<file path="config.mk">
export PLATFORM = sky130hd
export DESIGN_NAME = dm_arbiter_flat
export DESIGN_NICKNAME = d
export VERILOG_FILES = /design/src/rtl/dm_arbiter_if.sv /design/src/rtl/dm_arbiter.sv /design/src/flat_wrapper.sv
export SDC_FILE = /design/constraint.sdc
export NUM_CORES = 1
export LEC_CHECK = 0
export BUFFER_PORTS_ARGS = -buffer_cell sky130_fd_sc_hd__buf_2
export CORE_AREA = 4 4 132 102
export CTS_BUF_LIST = sky130_fd_sc_hd__clkbuf_4
export CTS_CLUSTER_SIZE = 8
export DETAILED_ROUTE_END_ITERATION = 7
export DIE_AREA = 0 0 136 106
export GPL_TIMING_DRIVEN = 0
export PLACE_DENSITY = 0.81
export SYNTH_ARGS = -nofsm -noshare
export SYNTH_HDL_FRONTEND = slang
export SYNTH_SLANG_ARGS = --single-unit
</file>
<file path="constraint.sdc">
create_clock -name clk -period 2.8 [get_ports clk]
set_input_delay 0.56 -clock clk [delete_from_list [all_inputs] [get_ports clk]]
set_output_delay 0.56 -clock clk [all_outputs]
set_load 0.03 [all_outputs]
</file>
<file path="src/rtl/dm_arbiter_if.sv">
// Bus bundle for dm_arbiter: two requester ports plus the data-memory side.
// The arbiter connects through the slave modport; the environment driving
// requesters and modelling memory uses the master modport.
interface dm_arbiter_if #(
    parameter int unsigned AW = 16,
    parameter int unsigned DW = 32
);
    logic          p0_req;
    logic          p0_we;
    logic [AW-1:0] p0_addr;
    logic [DW-1:0] p0_wdata;
    logic          p0_ack;
    logic [DW-1:0] p0_rdata;

    logic          p1_req;
    logic          p1_we;
    logic [AW-1:0] p1_addr;
    logic [DW-1:0] p1_wdata;
    logic          p1_ack;
    logic [DW-1:0] p1_rdata;

    logic [AW-1:0] dm_read_addr;
    logic [AW-1:0] dm_write_addr;
    logic [DW-1:0] dm_write_data;
    logic          dm_we;
    logic [DW-1:0] dm_read_data;

    logic          busy;

    modport slave (
        input  p0_req, p0_we, p0_addr, p0_wdata,
        input  p1_req, p1_we, p1_addr, p1_wdata,
        input  dm_read_data,
        output p0_ack, p0_rdata, p1_ack, p1_rdata,
        output dm_read_addr, dm_write_addr, dm_write_data, dm_we,
        output busy
    );

    modport master (
        output p0_req, p0_we, p0_addr, p0_wdata,
        output p1_req, p1_we, p1_addr, p1_wdata,
        output dm_read_data,
        input  p0_ack, p0_rdata, p1_ack, p1_rdata,
        input  dm_read_addr, dm_write_addr, dm_write_data, dm_we,
        input  busy
    );
endinterface

</file>
<file path="src/rtl/dm_arbiter.sv">
// Two-port round-robin arbiter in front of a single data memory.
// Each access takes IDLE -> RD/WR -> ACK -> IDLE; request fields are captured
// straight into the memory-side address/data registers at grant time.
module dm_arbiter #(
    parameter int unsigned AW = 16,
    parameter int unsigned DW = 32
) (
    input  logic        clk,
    input  logic        rst_f,
    dm_arbiter_if.slave bus
);
    typedef enum logic [1:0] {
        IDLE = 2'd0,
        RD   = 2'd1,
        WR   = 2'd2,
        ACK  = 2'd3
    } state_t;

    state_t        r_state;
    state_t        w_state_nxt;

    logic          r_last;      // last granted port (0/1)
    logic          r_owner;     // port owning the in-flight access
    logic [AW-1:0] r_rd_addr;
    logic [AW-1:0] r_wr_addr;
    logic [DW-1:0] r_wr_data;
    logic          r_dm_we;
    logic [DW-1:0] r_p0_rdata;
    logic [DW-1:0] r_p1_rdata;

    logic          w_gnt_vld;
    logic          w_gnt;
    logic          w_gnt_we;
    logic [AW-1:0] w_gnt_addr;
    logic [DW-1:0] w_gnt_wdata;

    // Round-robin pick and request-field mux, then next-state decode
    always_comb begin
        w_gnt_vld   = bus.p0_req | bus.p1_req;
        w_gnt       = (bus.p0_req && bus.p1_req) ? ~r_last : bus.p1_req;
        w_gnt_we    = w_gnt ? bus.p1_we    : bus.p0_we;
        w_gnt_addr  = w_gnt ? bus.p1_addr  : bus.p0_addr;
        w_gnt_wdata = w_gnt ? bus.p1_wdata : bus.p0_wdata;
        w_state_nxt = r_state;
        case (r_state)
            IDLE:    if (w_gnt_vld) w_state_nxt = w_gnt_we ? WR : RD;
            RD:      w_state_nxt = ACK;
            WR:      w_state_nxt = ACK;
            ACK:     w_state_nxt = IDLE;
            default: w_state_nxt = IDLE;
        endcase
    end

    // FSM state register
    always_ff @(posedge clk or negedge rst_f) begin
        if (!rst_f) r_state <= IDLE;
        else        r_state <= w_state_nxt;
    end

    // Grant capture, memory-side registers and read-result capture
    always_ff @(posedge clk or negedge rst_f) begin
        if (!rst_f) begin
            r_last     <= 1'b1;
            r_owner    <= 1'b0;
            r_rd_addr  <= '0;
            r_wr_addr  <= '0;
            r_wr_data  <= '0;
            r_dm_we    <= 1'b0;
            r_p0_rdata <= '0;
            r_p1_rdata <= '0;
        end else begin
            case (r_state)
                IDLE: begin
                    if (w_gnt_vld) begin
                        r_owner <= w_gnt;
                        r_last  <= w_gnt;
                        if (w_gnt_we) begin
                            r_wr_addr <= w_gnt_addr;
                            r_wr_data <= w_gnt_wdata;
                            r_dm_we   <= 1'b1;
                        end else begin
                            r_rd_addr <= w_gnt_addr;
                        end
                    end
                end
                RD: begin
                    if (r_owner) r_p1_rdata <= bus.dm_read_data;
                    else         r_p0_rdata <= bus.dm_read_data;
                end
                WR:      r_dm_we <= 1'b0;   // falling edge commits the write
                default: ;
            endcase
        end
    end

    assign bus.dm_read_addr  = r_rd_addr;
    assign bus.dm_write_addr = r_wr_addr;
    assign bus.dm_write_data = r_wr_data;
    assign bus.dm_we         = r_dm_we;
    assign bus.p0_rdata      = r_p0_rdata;
    assign bus.p1_rdata      = r_p1_rdata;
    assign bus.p0_ack        = (r_state == ACK) && !r_owner;
    assign bus.p1_ack        = (r_state == ACK) &&  r_owner;
    assign bus.busy          = (r_state != IDLE);
endmodule

</file>
<file path="src/flat_wrapper.sv">
// flat-port wrapper written by rule: the top's interface ports become plain ports
module dm_arbiter_flat 
#(
    parameter int unsigned AW = 16,
    parameter int unsigned DW = 32
)
  (clk, rst_f, bus_p0_req, bus_p0_we, bus_p0_addr, bus_p0_wdata, bus_p1_req, bus_p1_we, bus_p1_addr, bus_p1_wdata, bus_dm_read_data, bus_p0_ack, bus_p0_rdata, bus_p1_ack, bus_p1_rdata, bus_dm_read_addr, bus_dm_write_addr, bus_dm_write_data, bus_dm_we, bus_busy);
  dm_arbiter_if #(.AW(AW), .DW(DW)) bus_i ();
  input  logic clk;
  input  logic rst_f;
  input wire logic [$bits(bus_i.p0_req)-1:0] bus_p0_req;
  input wire logic [$bits(bus_i.p0_we)-1:0] bus_p0_we;
  input wire logic [$bits(bus_i.p0_addr)-1:0] bus_p0_addr;
  input wire logic [$bits(bus_i.p0_wdata)-1:0] bus_p0_wdata;
  input wire logic [$bits(bus_i.p1_req)-1:0] bus_p1_req;
  input wire logic [$bits(bus_i.p1_we)-1:0] bus_p1_we;
  input wire logic [$bits(bus_i.p1_addr)-1:0] bus_p1_addr;
  input wire logic [$bits(bus_i.p1_wdata)-1:0] bus_p1_wdata;
  input wire logic [$bits(bus_i.dm_read_data)-1:0] bus_dm_read_data;
  output wire logic [$bits(bus_i.p0_ack)-1:0] bus_p0_ack;
  output wire logic [$bits(bus_i.p0_rdata)-1:0] bus_p0_rdata;
  output wire logic [$bits(bus_i.p1_ack)-1:0] bus_p1_ack;
  output wire logic [$bits(bus_i.p1_rdata)-1:0] bus_p1_rdata;
  output wire logic [$bits(bus_i.dm_read_addr)-1:0] bus_dm_read_addr;
  output wire logic [$bits(bus_i.dm_write_addr)-1:0] bus_dm_write_addr;
  output wire logic [$bits(bus_i.dm_write_data)-1:0] bus_dm_write_data;
  output wire logic [$bits(bus_i.dm_we)-1:0] bus_dm_we;
  output wire logic [$bits(bus_i.busy)-1:0] bus_busy;
  assign bus_i.p0_req = bus_p0_req;
  assign bus_i.p0_we = bus_p0_we;
  assign bus_i.p0_addr = bus_p0_addr;
  assign bus_i.p0_wdata = bus_p0_wdata;
  assign bus_i.p1_req = bus_p1_req;
  assign bus_i.p1_we = bus_p1_we;
  assign bus_i.p1_addr = bus_p1_addr;
  assign bus_i.p1_wdata = bus_p1_wdata;
  assign bus_i.dm_read_data = bus_dm_read_data;
  assign bus_p0_ack = bus_i.p0_ack;
  assign bus_p0_rdata = bus_i.p0_rdata;
  assign bus_p1_ack = bus_i.p1_ack;
  assign bus_p1_rdata = bus_i.p1_rdata;
  assign bus_dm_read_addr = bus_i.dm_read_addr;
  assign bus_dm_write_addr = bus_i.dm_write_addr;
  assign bus_dm_write_data = bus_i.dm_write_data;
  assign bus_dm_we = bus_i.dm_we;
  assign bus_busy = bus_i.busy;
  dm_arbiter #(.AW(AW), .DW(DW)) u_core (.clk(clk), .rst_f(rst_f), .bus(bus_i));
endmodule
</file>
* Yosys cells after proc, flatten, opt, wreduce, memory -nomap -nowiden
Index checks and enable logic that the tools add are counted.
** Storage, ports and cells
- Bits of input ports :: 134
- Output and inout bits :: 132
- Register bits after elaboration :: 133
- Word-level logic and storage cells :: 42
** Cells by class
- Mux-type cells :: 10
- Reductions and logical operators :: 14
- Equality and inequality tests :: 5
- Bitwise logic cells :: 4
** Operators by type and width (count)
- 2-to-1 mux 32 bit :: 1
- 2-to-1 mux 16 bit :: 1
- AND reduction 3 bit :: 3
- one-hot mux 2 bit (3 select lines) :: 1
- AND reduction 2 bit :: 3
- equality test 2 bit, second input constant :: 2
- 2-to-1 mux 1 bit :: 4
- 2-to-1 mux 2 bit :: 2
- != test 2 x 1 -> 1 bit, second input constant :: 2
- nonzero test 2 bit :: 2
- logical AND 1 bit :: 3
- NOT 1 bit :: 3
- equality test 2 x 1 -> 1 bit, second input constant :: 1
- zero test 2 bit :: 1
- one-hot mux 1 bit (2 select lines) :: 1
- OR reduction 2 bit :: 1
- zero test 1 bit :: 1
- bitwise OR 1 bit :: 1

* Depth between registers and ports, before layout
Gate-level depths: netlist (run 1).
- Word-level depth :: 6
- Depth in mapped cells :: 8
- Gate-level depth less buffers :: 6

* Worst setup path before layout (run 1)
OpenSTA, ideal clock, no wires.
- Kind :: reg-to-reg
- Start :: register u_core.r_state[0]
- End :: register u_core.r_rd_addr[10], in the netlist u_core.bus.dm_read_addr[10]
- Cell stages (with the launch flop) :: 9
- Arrival time :: 2030 ps
- Library setup time :: 125 ps
- Setup slack :: 646 ps
- Clock period less this slack :: 2154 ps
- Required time :: 2675 ps
- Cell sequence :: dfrtp_1 inv_1 ha_1 buf_2 inv_1 nor2_1 a32oi_2 buf_6 mux2_2
** On the way
- Longest elaborated chain between the ends :: 2
** Ends and longest elaborated chain
- start, declared :: line dm_arbiter.sv:19 : state_t r_state;
- start signal, assigned :: line dm_arbiter.sv:57 : else r_state <= w_state_nxt;
- zero test 2 bit :: line dm_arbiter.sv:72 : case (r_state)
- AND reduction 3 bit (no line)
- end signal, assigned :: line dm_arbiter.sv:82 : r_rd_addr <= w_gnt_addr;
- end, declared :: line dm_arbiter.sv:24 : logic [AW-1:0] r_rd_addr;
No other way between the ends.
A chain may end at the register's enable or synchronous reset.

* Final worst setup path (run 1)
- Start :: register u_core.r_state[0]
- End :: output port bus_busy
** On the way
- Longest elaborated chain between the ends :: 1
** Ends and longest elaborated chain
- nonzero test 2 bit :: line dm_arbiter.sv:104 : assign bus.busy = (r_state != IDLE);
- end, declared :: line flat_wrapper.sv:28 : output wire logic [$bits(bus_i.busy)-1:0] bus_busy;
No other way between the ends.

==> report_table.html, run 1 <==
<table>
<tr><th>Metric</th><th>Value</th></tr>
<tr><th colspan="2">Timing</th></tr>
<tr><td>Worst-case clock skew</td><td>15.2 ps</td></tr>
<tr><td>Number of max-slew violations in the final report</td><td>0</td></tr>
<tr><td>Worst slew pin tran</td><td>623 ps</td></tr>
<tr><td>Final hold violations</td><td>0</td></tr>
<tr><td>Setup repair after global routing missed its margin</td><td>false</td></tr>
<tr><td>Number of endpoints failing setup at the final stage</td><td>0</td></tr>
<tr><td>Final period util</td><td>0.828</td></tr>
<tr><td>Maximum clock rate</td><td>431 MHz</td></tr>
<tr><td>Slew headroom</td><td>0.584</td></tr>
<tr><td>Period minus WS final</td><td>2320 ps</td></tr>
<tr><th colspan="2">Global routing</th></tr>
<tr><td>Global router's overall resource usage</td><td>0.207</td></tr>
<tr><td>Number of antenna violations at the first check in global routing</td><td>1</td></tr>
<tr><td>Global-route wire length before repair</td><td>23600 um</td></tr>
<tr><td>Number of global-route vias before repair</td><td>4664</td></tr>
<tr><td>Maximum number of pins on one net before global-route repair</td><td>70</td></tr>
<tr><td>Total congestion overflow after global routing</td><td>0</td></tr>
<tr><th colspan="2">Yosys</th></tr>
<tr><td>Number of flops mapped to enable cells by yosys</td><td>0</td></tr>
<tr><td>Count of different cell masters after synthesis</td><td>31</td></tr>
<tr><td>Share of the yosys chip area belonging to registers</td><td>0.580</td></tr>
<tr><td>Biggest area consumer among synthesized cells</td><td>sky130_fd_sc_hd__dfrtp_1</td></tr>
<tr><td>Fraction of registers with async set/reset</td><td>1.00</td></tr>
<tr><td>Warnings, synthesis</td><td>0</td></tr>
<tr><td>Synthesized netlist cell count</td><td>408</td></tr>
<tr><td>Most used flip-flop cell after synthesis</td><td>sky130_fd_sc_hd__dfrtp_1</td></tr>
<tr><td>Synthesized Nets</td><td>547</td></tr>
<tr><td>Average footprint of a synthesized cell</td><td>14.1 sq um</td></tr>
<tr><td>Post-synth top area share</td><td>0.575</td></tr>
<tr><td>Register bit count reported by yosys</td><td>133</td></tr>
<tr><td>Cell Area, Synth</td><td>0.00574 sq mm</td></tr>
<tr><td>Top post-synthesis cells by area</td><td>sky130_fd_sc_hd__dfrtp_1 (58%), sky130_fd_sc_hd__mux2_2 (20%), sky130_fd_sc_hd__mux2i_1 (5.6%)</td></tr>
<tr><th colspan="2">CTS</th></tr>
<tr><td>Clock slew seen by the registers of the worst setup and hold paths</td><td>120 ps</td></tr>
<tr><td>H-tree Lvls</td><td>4</td></tr>
<tr><td>Maximum buffer depth of the clock tree</td><td>2</td></tr>
<tr><td>TritonCTS clock tree</td><td>yes</td></tr>
<tr><td>TritonCTS Sinks</td><td>133</td></tr>
<tr><td>Buffer type at the clock tree root</td><td>sky130_fd_sc_hd__clkbuf_4</td></tr>
<tr><td>Clock latency on the worst-skew pair</td><td>500 ps</td></tr>
<tr><td>CTS buffer count</td><td>17</td></tr>
<tr><td>Buffers inserted during post-CTS setup optimization</td><td>0</td></tr>
<tr><th colspan="2">Worst setup path</th></tr>
<tr><td>Reg2reg start</td><td>u_core.r_state[0]$_DFFE_PN0P_</td></tr>
<tr><td>Worst-path cell with the longest stage delay</td><td>sky130_fd_sc_hd__dfrtp_1</td></tr>
<tr><td>Max Fanout on Critical Path</td><td>9</td></tr>
<tr><td>Arrival time of the worst setup path</td><td>1760 ps</td></tr>
<tr><td>Critical path launch point</td><td>u_core.r_state[0]$_DFFE_PN0P_</td></tr>
<tr><td>Crit Reg-Reg Endpoint</td><td>u_core.bus.dm_read_addr[7]$_DFFE_PN0P_</td></tr>
<tr><td>Number of cells traversed by the worst register-to-register path</td><td>8</td></tr>
<tr><td>Kind of capture point of the worst setup path</td><td>output port</td></tr>
<tr><td>Slowest Stage Delay on Critical Path</td><td>420 ps</td></tr>
<tr><td>R2R setup slack</td><td>530 ps</td></tr>
<tr><td>Startpoint Class</td><td>flip-flop</td></tr>
<tr><td>Required @ worst endpoint</td><td>2240 ps</td></tr>
<tr><td>Crit path kind</td><td>flip-flop to output port</td></tr>
<tr><td>Chain of cells forming the critical path</td><td>inv_1 -&gt; ha_1 -&gt; buf_2 -&gt; inv_1 -&gt; buf_2</td></tr>
<tr><td>Last element of the critical path</td><td>bus_busy</td></tr>
<tr><th colspan="2">Finish</th></tr>
<tr><td>Fin cells</td><td>871</td></tr>
<tr><td>Share of final-layout standard cells stronger than drive strength 1</td><td>0.608</td></tr>
<tr><td>Final #Nets</td><td>832</td></tr>
<tr><td>Post-route cell area</td><td>0.00761 sq mm</td></tr>
<tr><td>Filler cell count in the final layout</td><td>998</td></tr>
<tr><td>P&amp;R area growth vs syn</td><td>32.5%</td></tr>
<tr><th colspan="2">Min path</th></tr>
<tr><td>Worst Hold Class</td><td>input pin to flip-flop</td></tr>
<tr><th colspan="2">Floorplan</th></tr>
<tr><td>Die Outline Area</td><td>0.0144 sq mm</td></tr>
<tr><td>Initial Utilization</td><td>0.473</td></tr>
<tr><td>Width of the die</td><td>136 um</td></tr>
<tr><td>Chip height</td><td>106 um</td></tr>
<tr><td>Area of the core</td><td>0.0121 sq mm</td></tr>
<tr><td>Ports placed on the boundary</td><td>266</td></tr>
<tr><td>Row count</td><td>35</td></tr>
<tr><th colspan="2">Placed design</th></tr>
<tr><td>Area after detailed placement</td><td>0.00731 sq mm</td></tr>
<tr><td>Detailed placement HPWL</td><td>11900 um</td></tr>
<tr><td>Post-placement cell count</td><td>839</td></tr>
<tr><td>Count of buffers from port buffering</td><td>264</td></tr>
<tr><td>Final weighted congestion in routability-driven placement</td><td>0.818</td></tr>
<tr><th colspan="2">Power and ir drop</th></tr>
<tr><td>Power per cell area</td><td>1340 mW/mm^2</td></tr>
<tr><td>Worst voltage drop across the vdd grid</td><td>0.770 mV</td></tr>
<tr><td>Static leakage</td><td>3.75 nW</td></tr>
<tr><td>Total chip power</td><td>10.2 mW</td></tr>
<tr><th colspan="2">Drt</th></tr>
<tr><td>Drt pass-1 iters</td><td>4</td></tr>
<tr><td>Post-route antenna net violation count</td><td>0</td></tr>
<tr><td>DRC viols</td><td>0</td></tr>
<tr><td>Number of violations reported at the end of detailed-routing iteration 0</td><td>171</td></tr>
<tr><td>Wire per inst</td><td>17.6 um</td></tr>
<tr><td>Average vias per placed instance</td><td>5.13</td></tr>
<tr><td>Total via count in the routed design</td><td>4469</td></tr>
<tr><td>Routed wire length</td><td>15400 um</td></tr>
<tr><th colspan="2">Flow run</th></tr>
<tr><td>Max-capacitance violation count</td><td>0</td></tr>
<tr><th colspan="2">Outcome</th></tr>
<tr><td>Status</td><td>completed</td></tr>
</table>
-- logic make-up (layout without fill, tap and decap cells) --
family          Yosys count  in the layout  synth area share
flops                   133            133             0.580
buf+inv                  36            332            0.0331
mux                     144            144             0.282
fa+ha+maj                 5              5            0.0109
simple gates             14             14            0.0131
compound gates           76             76            0.0813
other cells               0              1                 0
-- state kept, by name, summed over array words and instances, names as in the netlist --
| name | count |
|---|---|
| u_core.bus.p0_rdata | 32 |
| u_core.bus.dm_read_addr | 16 |
| u_core.r_owner | 1 |
| u_core.bus.dm_write_addr | 16 |
| u_core.r_last | 1 |
| u_core.r_state | 2 |
| u_core.bus.p1_rdata | 32 |
| u_core.bus.dm_write_data | 32 |
| u_core.bus.dm_we | 1 |
-- metrics by stage --
stage               hold slack (ps)  setup slack, ps   util  TNS (ps)
finish                          281              481  0.627         0
detailed placement              480              546  0.602         0
global placement                466             -455  0.599    -58660
CTS                             231              427  0.627         0
floorplan                       264              646      -         0
global route                    213              323  0.627         0
-- layout by cell type, fill, tap and decap left out, types with 2 or more instances in the layout --
| cell | instances |
|---|---|
| sky130_fd_sc_hd__nor2_1 | 4 |
| sky130_fd_sc_hd__a22o_1 | 2 |
| sky130_fd_sc_hd__clkbuf_4 | 19 |
| sky130_fd_sc_hd__mux2_1 | 2 |
| sky130_fd_sc_hd__clkinv_2 | 2 |
| sky130_fd_sc_hd__a21oi_1 | 35 |
| sky130_fd_sc_hd__bufinv_16 | 3 |
| sky130_fd_sc_hd__clkbuf_1 | 6 |
| sky130_fd_sc_hd__inv_1 | 6 |
| sky130_fd_sc_hd__a31oi_1 | 33 |
| sky130_fd_sc_hd__clkinvlp_4 | 3 |
| sky130_fd_sc_hd__clkinv_4 | 4 |
| sky130_fd_sc_hd__mux2_2 | 100 |
| sky130_fd_sc_hd__dfrtp_1 | 132 |
| sky130_fd_sc_hd__buf_6 | 4 |
| sky130_fd_sc_hd__mux2i_1 | 32 |
| sky130_fd_sc_hd__buf_2 | 274 |
| sky130_fd_sc_hd__buf_4 | 3 |
| sky130_fd_sc_hd__mux2_4 | 10 |
| sky130_fd_sc_hd__buf_1 | 5 |
| sky130_fd_sc_hd__nor2b_1 | 2 |
| sky130_fd_sc_hd__ha_1 | 5 |
| sky130_fd_sc_hd__nand2_1 | 3 |
-- synth_stat cells, types with 2 or more instances --
cell	n
sky130_fd_sc_hd__clkbuf_1	6
sky130_fd_sc_hd__dfrtp_1	132
sky130_fd_sc_hd__nand2_1	3
sky130_fd_sc_hd__buf_4	3
sky130_fd_sc_hd__nor2b_1	2
sky130_fd_sc_hd__buf_1	5
sky130_fd_sc_hd__a31oi_1	33
sky130_fd_sc_hd__buf_2	11
sky130_fd_sc_hd__mux2_1	2
sky130_fd_sc_hd__a22o_1	2
sky130_fd_sc_hd__nor2_1	4
sky130_fd_sc_hd__a21oi_1	35
sky130_fd_sc_hd__mux2i_1	32
sky130_fd_sc_hd__clkbuf_4	2
sky130_fd_sc_hd__mux2_4	10
sky130_fd_sc_hd__buf_6	3
sky130_fd_sc_hd__ha_1	5
sky130_fd_sc_hd__mux2_2	100
sky130_fd_sc_hd__inv_1	6
-- layout make-up --
type | instances | area [sq um] | share of cell area
sequential | 133 | 3330 | 0.438
clock buffer | 17 | 128 | 0.0168
multi-input combinational | 239 | 2220 | 0.292
buffer | 30 | 168 | 0.0220
timing repair buffer | 266 | 1370 | 0.179
antenna | 1 | 2.50 | 0.000329
inverter | 6 | 22.5 | 0.00296
clock inverter | 13 | 161 | 0.0212
tap | 166 | 208 | 0.0273
-- report_power, final --
| group | total [mW] | internal [mW] | switching, mW | leakage (nW) |
|---|---|---|---|---|
| registers | 3.44 | 2.91 | 0.534 | 1.54 |
| clock network | 1.31 | 0.608 | 0.706 | 0.147 |
| logic | 5.41 | 1.93 | 3.48 | 2.06 |
-- routing by layer --
metal | GRT usage | wire, um
met3 | 0.0676 | 1330
met5 | 0 | 0
met1 | 0.252 | 6110
met2 | 0.347 | 7660
met4 | 0.0727 | 277
-- repair_timing --
item / CTS / global route
gates resized for setup: 0 / 0
hold buffers: 1 / 0
endpoints found under the hold margin: 9 / 0
-- worst min-delay path by stage --
stage / depth (start not counted) / slack [ps] / end / startpoint
5_1_grt: 2 / 210 / u_core.bus.p0_rdata[0]$_DFFE_PN0P_ / bus_dm_read_data[0]
3_5_place_dp: 1 / 480 / u_core.bus.p0_rdata[0]$_DFFE_PN0P_ / u_core.bus.p0_rdata[0]$_DFFE_PN0P_
3_3_place_gp: 1 / 470 / u_core.bus.p0_rdata[0]$_DFFE_PN0P_ / u_core.bus.p0_rdata[0]$_DFFE_PN0P_
4_1_cts: 2 / 230 / u_core.bus.p0_rdata[0]$_DFFE_PN0P_ / bus_dm_read_data[0]
6_report: 2 / 280 / u_core.bus.p0_rdata[0]$_DFFE_PN0P_ / bus_dm_read_data[0]
2_1_floorplan: 0 / 260 / u_core.bus.dm_read_addr[0]$_DFFE_PN0P_ / rst_f
-- worst max-delay path: cells and delay by family (launching register included) --
family	cells	cell delay [ps]
adder cells (fa/ha/maj)	1	160
buffers and inverters	4	700
flip-flops	1	420
Note: power is estimated with default switching activity, not from simulation.
==> run 2: changes to the inputs <==
Settings changed: ABC_AREA set to 1, CORE_AREA 4 4 132 102 to 4 4 131 102, DIE_AREA 0 0 136 106 to 0 0 135 106.
Clock period 2.8 ns to 2.17 ns, I/O delays scaled along.
==> report_table.html, run 2 <==
<table>
<tr><th>Metric</th><th>Value</th></tr>
<tr><th colspan="2">CTS</th></tr>
<tr><td>Buffers inserted during post-CTS setup optimization</td><td>0 (unchanged)</td></tr>
<tr><td>Buffer type at the clock tree root</td><td>sky130_fd_sc_hd__clkbuf_4</td></tr>
<tr><td>H-tree Lvls</td><td>4 (unchanged)</td></tr>
<tr><td>Maximum buffer depth of the clock tree</td><td>2 (unchanged)</td></tr>
<tr><td>Clock slew seen by the registers of the worst setup and hold paths</td><td>130 ps (about the same)</td></tr>
<tr><td>TritonCTS Sinks</td><td>133 (unchanged)</td></tr>
<tr><td>CTS buffer count</td><td>17 (unchanged)</td></tr>
<tr><td>TritonCTS clock tree</td><td>yes</td></tr>
<tr><td>Clock latency on the worst-skew pair</td><td>530 ps (+30 ps)</td></tr>
<tr><th colspan="2">Finish</th></tr>
<tr><td>Filler cell count in the final layout</td><td>1047 (+4.9%)</td></tr>
<tr><td>Share of final-layout standard cells stronger than drive strength 1</td><td>0.320 (-0.287)</td></tr>
<tr><td>Most common library cell in the layout ignoring fill and taps</td><td>sky130_fd_sc_hd__nand2_1</td></tr>
<tr><td>Antenna diode instance count</td><td>0 (-1)</td></tr>
<tr><td>Final #Nets</td><td>1137 (+37%)</td></tr>
<tr><td>Commonest non-fill, non-tap cells in the layout</td><td>sky130_fd_sc_hd__nand2_1 (416), sky130_fd_sc_hd__buf_2 (274), sky130_fd_sc_hd__dfrtp_1 (132)</td></tr>
<tr><td>Post-route cell area</td><td>0.00758 sq mm (-0.33%)</td></tr>
<tr><td>P&amp;R area growth vs syn</td><td>32.7%</td></tr>
<tr><th colspan="2">Drt</th></tr>
<tr><td>Wire per inst</td><td>13.7 um (-22%)</td></tr>
<tr><td>Drt pass-1 iters</td><td>4 (unchanged)</td></tr>
<tr><td>Routed wire length</td><td>16100 um (+5.0%)</td></tr>
<tr><td>Total via count in the routed design</td><td>5379 (+20%)</td></tr>
<tr><td>Average vias per placed instance</td><td>4.57 (-11%)</td></tr>
<tr><td>Number of violations reported at the end of detailed-routing iteration 0</td><td>274 (+60%)</td></tr>
<tr><td>DRC viols</td><td>0 (unchanged)</td></tr>
<tr><td>Post-route antenna net violation count</td><td>0 (unchanged)</td></tr>
<tr><th colspan="2">Yosys</th></tr>
<tr><td>Top post-synthesis cells by area</td><td>sky130_fd_sc_hd__dfrtp_1 (58%), sky130_fd_sc_hd__nand2_1 (27%), sky130_fd_sc_hd__o21ai_0 (6.0%)</td></tr>
<tr><td>Biggest area consumer among synthesized cells</td><td>sky130_fd_sc_hd__dfrtp_1</td></tr>
<tr><td>Adder and majority gate portion of the synthesized area</td><td>0.0110 (+0.0000573)</td></tr>
<tr><td>Post-synthesis simple-gate area fraction</td><td>0.286 (+0.273)</td></tr>
<tr><td>Xor and xnor fraction of the mapped netlist area</td><td>0 (unchanged)</td></tr>
<tr><td>Most common cell in the netlist</td><td>sky130_fd_sc_hd__nand2_1</td></tr>
<tr><td>Number of flops mapped to enable cells by yosys</td><td>0 (unchanged)</td></tr>
<tr><td>Synthesized Nets</td><td>851 (+56%)</td></tr>
<tr><td>Post-synth top area share</td><td>0.578 (+0.00302)</td></tr>
<tr><td>Cell Area, Synth</td><td>0.00571 sq mm (-0.52%)</td></tr>
<tr><td>Count of different cell masters after synthesis</td><td>18 (-42%)</td></tr>
<tr><td>Synthesized-area fraction occupied by ao, oa, aoi and oai cells</td><td>0.0609 (-0.0204)</td></tr>
<tr><td>Warnings, synthesis</td><td>0 (unchanged)</td></tr>
<tr><td>Mux contribution to synthesized area</td><td>0 (-0.282)</td></tr>
<tr><td>Cell types with the highest counts after synthesis</td><td>sky130_fd_sc_hd__nand2_1 (416), sky130_fd_sc_hd__dfrtp_1 (132), sky130_fd_sc_hd__o21ai_0 (68)</td></tr>
<tr><td>Average footprint of a synthesized cell</td><td>8.02 sq um (-43%)</td></tr>
<tr><td>Fraction of registers with async set/reset</td><td>1.00 (unchanged)</td></tr>
<tr><td>Register bit count reported by yosys</td><td>133 (unchanged)</td></tr>
<tr><td>Synthesized netlist cell count</td><td>712 (+75%)</td></tr>
<tr><td>Share of the yosys chip area belonging to registers</td><td>0.583 (+0.00305)</td></tr>
<tr><td>Main combinational cell family by area after synthesis</td><td>simple AND/OR/NAND/NOR gates</td></tr>
<tr><td>Most used flip-flop cell after synthesis</td><td>sky130_fd_sc_hd__dfrtp_1</td></tr>
<tr><th colspan="2">Global routing</th></tr>
<tr><td>Number of global-route vias before repair</td><td>5196 (+11%)</td></tr>
<tr><td>Global-route wire length before repair</td><td>25400 um (+7.9%)</td></tr>
<tr><td>Maximum number of pins on one net before global-route repair</td><td>97 (+39%)</td></tr>
<tr><td>Global router's overall resource usage</td><td>0.223 (+0.0154)</td></tr>
<tr><td>Number of antenna violations at the first check in global routing</td><td>0 (-1)</td></tr>
<tr><td>Total congestion overflow after global routing</td><td>0 (unchanged)</td></tr>
<tr><th colspan="2">Worst setup path</th></tr>
<tr><td>Required @ worst endpoint</td><td>1740 ps (-500 ps)</td></tr>
<tr><td>Kind of capture point of the worst setup path</td><td>output port</td></tr>
<tr><td>Startpoint Class</td><td>flip-flop</td></tr>
<tr><td>Worst-path cell with the longest stage delay</td><td>sky130_fd_sc_hd__dfrtp_1</td></tr>
<tr><td>R2R setup slack</td><td>400 ps (-130 ps)</td></tr>
<tr><td>Slowest Stage Delay on Critical Path</td><td>420 ps (about the same)</td></tr>
<tr><td>Reg2reg start</td><td>u_core.r_state[0]$_DFFE_PN0P_</td></tr>
<tr><td>Number of cells traversed by the worst register-to-register path</td><td>9 (+1)</td></tr>
<tr><td>Count of buffering cells on the critical path with inverters included</td><td>3 (-1)</td></tr>
<tr><td>Chain of cells forming the critical path</td><td>inv_1 -&gt; ha_1 -&gt; inv_2 -&gt; clkbuf_4</td></tr>
<tr><td>Delay-heaviest family, CP</td><td>flip-flops</td></tr>
<tr><td>Max Fanout on Critical Path</td><td>4 (-5)</td></tr>
<tr><td>Arrival time of the worst setup path</td><td>1570 ps (-190 ps)</td></tr>
<tr><td>Crit path kind</td><td>flip-flop to output port</td></tr>
<tr><td>Crit Reg-Reg Endpoint</td><td>u_core.bus.dm_read_addr[6]$_DFFE_PN0P_</td></tr>
<tr><th colspan="2">Min path</th></tr>
<tr><td>Sink of the worst hold path</td><td>u_core.bus.p1_rdata[11]$_DFFE_PN0P_</td></tr>
<tr><td>Worst Hold Launch</td><td>bus_dm_read_data[11]</td></tr>
<tr><td>Worst hold stages</td><td>3 (+1)</td></tr>
<tr><td>Worst Hold Class</td><td>input pin to flip-flop</td></tr>
<tr><th colspan="2">Timing</th></tr>
<tr><td>Period minus WS final</td><td>2000 ps</td></tr>
<tr><td>Worst-case clock skew</td><td>21.9 ps (+6.73 ps)</td></tr>
<tr><td>Crit path setup slack, layout</td><td>167 ps (-314 ps)</td></tr>
<tr><td>Final hold violations</td><td>0 (unchanged)</td></tr>
<tr><td>Setup repair after global routing missed its margin</td><td>false</td></tr>
<tr><td>Maximum clock rate</td><td>499 MHz</td></tr>
<tr><td>Number of endpoints failing setup at the final stage</td><td>0 (unchanged)</td></tr>
<tr><td>Number of max-slew violations in the final report</td><td>0 (unchanged)</td></tr>
<tr><td>Worst slew pin tran</td><td>475 ps (-149 ps)</td></tr>
<tr><td>Slew headroom</td><td>0.683 (+0.0991)</td></tr>
<tr><td>Final period util</td><td>0.923</td></tr>
<tr><th colspan="2">Power and ir drop</th></tr>
<tr><td>Static leakage</td><td>4.61 nW (+23%)</td></tr>
<tr><td>Worst voltage drop across the vdd grid</td><td>0.836 mV (+8.5%)</td></tr>
<tr><td>Power per cell area</td><td>1580 mW/mm^2 (+18%)</td></tr>
<tr><th colspan="2">Placed design</th></tr>
<tr><td>Detailed placement HPWL</td><td>12300 um (+3.7%)</td></tr>
<tr><td>Post-placement worst setup slack</td><td>385 ps (-161 ps)</td></tr>
<tr><td>Count of buffers from port buffering</td><td>265 (+0.38%)</td></tr>
<tr><td>Area after detailed placement</td><td>0.00728 sq mm (-0.34%)</td></tr>
<tr><td>Final weighted congestion in routability-driven placement</td><td>0.888 (+8.5%)</td></tr>
<tr><th colspan="2">Floorplan</th></tr>
<tr><td>Ports placed on the boundary</td><td>266 (unchanged)</td></tr>
<tr><td>Die Outline Area</td><td>0.0143 sq mm (-0.74%)</td></tr>
<tr><td>Initial Utilization</td><td>0.474 (+0.000950)</td></tr>
<tr><td>Chip height</td><td>106 um (unchanged)</td></tr>
<tr><td>Width of the die</td><td>135 um (-0.74%)</td></tr>
<tr><td>Area of the core</td><td>0.0120 sq mm (-0.72%)</td></tr>
<tr><td>Row count</td><td>35 (unchanged)</td></tr>
<tr><th colspan="2">Flow run</th></tr>
<tr><td>Max-capacitance violation count</td><td>0 (unchanged)</td></tr>
<tr><th colspan="2">Outcome</th></tr>
<tr><td>Status</td><td>completed</td></tr>
</table>
[run 2: cell count changes after synthesis, moves of 5 or more]
cell	before	now
sky130_fd_sc_hd__mux2_2	100	0
sky130_fd_sc_hd__buf_1	5	0
sky130_fd_sc_hd__o21ai_0	1	68
sky130_fd_sc_hd__nand2_1	3	416
sky130_fd_sc_hd__a31oi_1	33	0
sky130_fd_sc_hd__inv_1	6	41
sky130_fd_sc_hd__mux2i_1	32	0
sky130_fd_sc_hd__clkbuf_1	6	18
sky130_fd_sc_hd__a21oi_1	35	0
sky130_fd_sc_hd__mux2_4	10	0
[run 2: per-stage QoR]
stage | utilization | total power, mW | hold WS, ps | std cells | setup TNS, ps
after floorplan | - | 8.32 | 138 | 712 | 0
after global placement | 0.602 | 10.2 | 458 | 1143 | -142900
after detailed placement | 0.605 | 10.4 | 359 | 1144 | 0
after CTS | 0.629 | 12.1 | 116 | 1177 | 0
after global routing | 0.630 | 12.8 | 123 | 1177 | 0
final | 0.630 | 12.0 | 153 | 1177 | 0
[run 2: repair_timing]
item                                    in CTS  in global routing
hold buffers                                 1                  0
resized for setup                            0                  2
hold endpoints to repair                    37                  0
endpoints found under the setup margin       0                  1
[run 2: cells by family after synthesis]
group	after synthesis
flops	133
fa+ha+maj	5
compound gates	69
buf+inv	78
simple gates	427
[run 2: worst max-delay path by stage]
stage / startpoint / end / depth (start not counted) / slack, ps
2_1_floorplan: u_core.r_state[0]$_DFFE_PN0P_ / u_core.bus.dm_write_data[21]$_DFFE_PN0P_ / 9 / 530
3_3_place_gp: rst_f / u_core.bus.dm_write_data[14]$_DFFE_PN0P_ / 1 / -1090
3_5_place_dp: u_core.r_state[0]$_DFFE_PN0P_ / u_core.bus.dm_read_addr[6]$_DFFE_PN0P_ / 9 / 390
4_1_cts: u_core.r_state[0]$_DFFE_PN0P_ / bus_busy / 4 / 60
5_1_grt: u_core.r_state[0]$_DFFE_PN0P_ / bus_busy / 4 / 40
6_report: u_core.r_state[0]$_DFFE_PN0P_ / bus_busy / 4 / 170
[run 2: worst register-to-register path, cell delays in order, from the launching register on]
cell and delay, ps:
sky130_fd_sc_hd__dfrtp_1 420, sky130_fd_sc_hd__inv_1 140, sky130_fd_sc_hd__ha_1 240, sky130_fd_sc_hd__inv_2 80, sky130_fd_sc_hd__nor2_4 170, sky130_fd_sc_hd__nand2_2 160
sky130_fd_sc_hd__inv_2 170, sky130_fd_sc_hd__buf_4 200, sky130_fd_sc_hd__nand2_1 110, sky130_fd_sc_hd__nand2_1 70
[run 2: where the power goes]
| part | internal (mW) | total [mW] | switching [mW] |
|---|---|---|---|
| registers | 3.65 | 4.27 | 0.626 |
| clock network | 0.620 | 1.67 | 1.05 |
| logic | 1.68 | 6.05 | 4.37 |
[run 2: routing by layer]
layer | share of wire | GRT usage
met5 | 0 | 0
met4 | 0.024 | 0.0770
met3 | 0.063 | 0.0492
met1 | 0.43 | 0.284
met2 | 0.48 | 0.377
[run 2: area by class of cell]
class	instances	area, sq um	area share
Buffer	34	175	0.0231
Clock buffer	17	128	0.0168
Clock inverter	15	161	0.0213
Inverter	44	165	0.0218
Multi-Input combinational cell	501	2040	0.269
Sequential cell	133	3330	0.439
Tap cell	166	208	0.0274
Timing Repair Buffer	267	1370	0.181
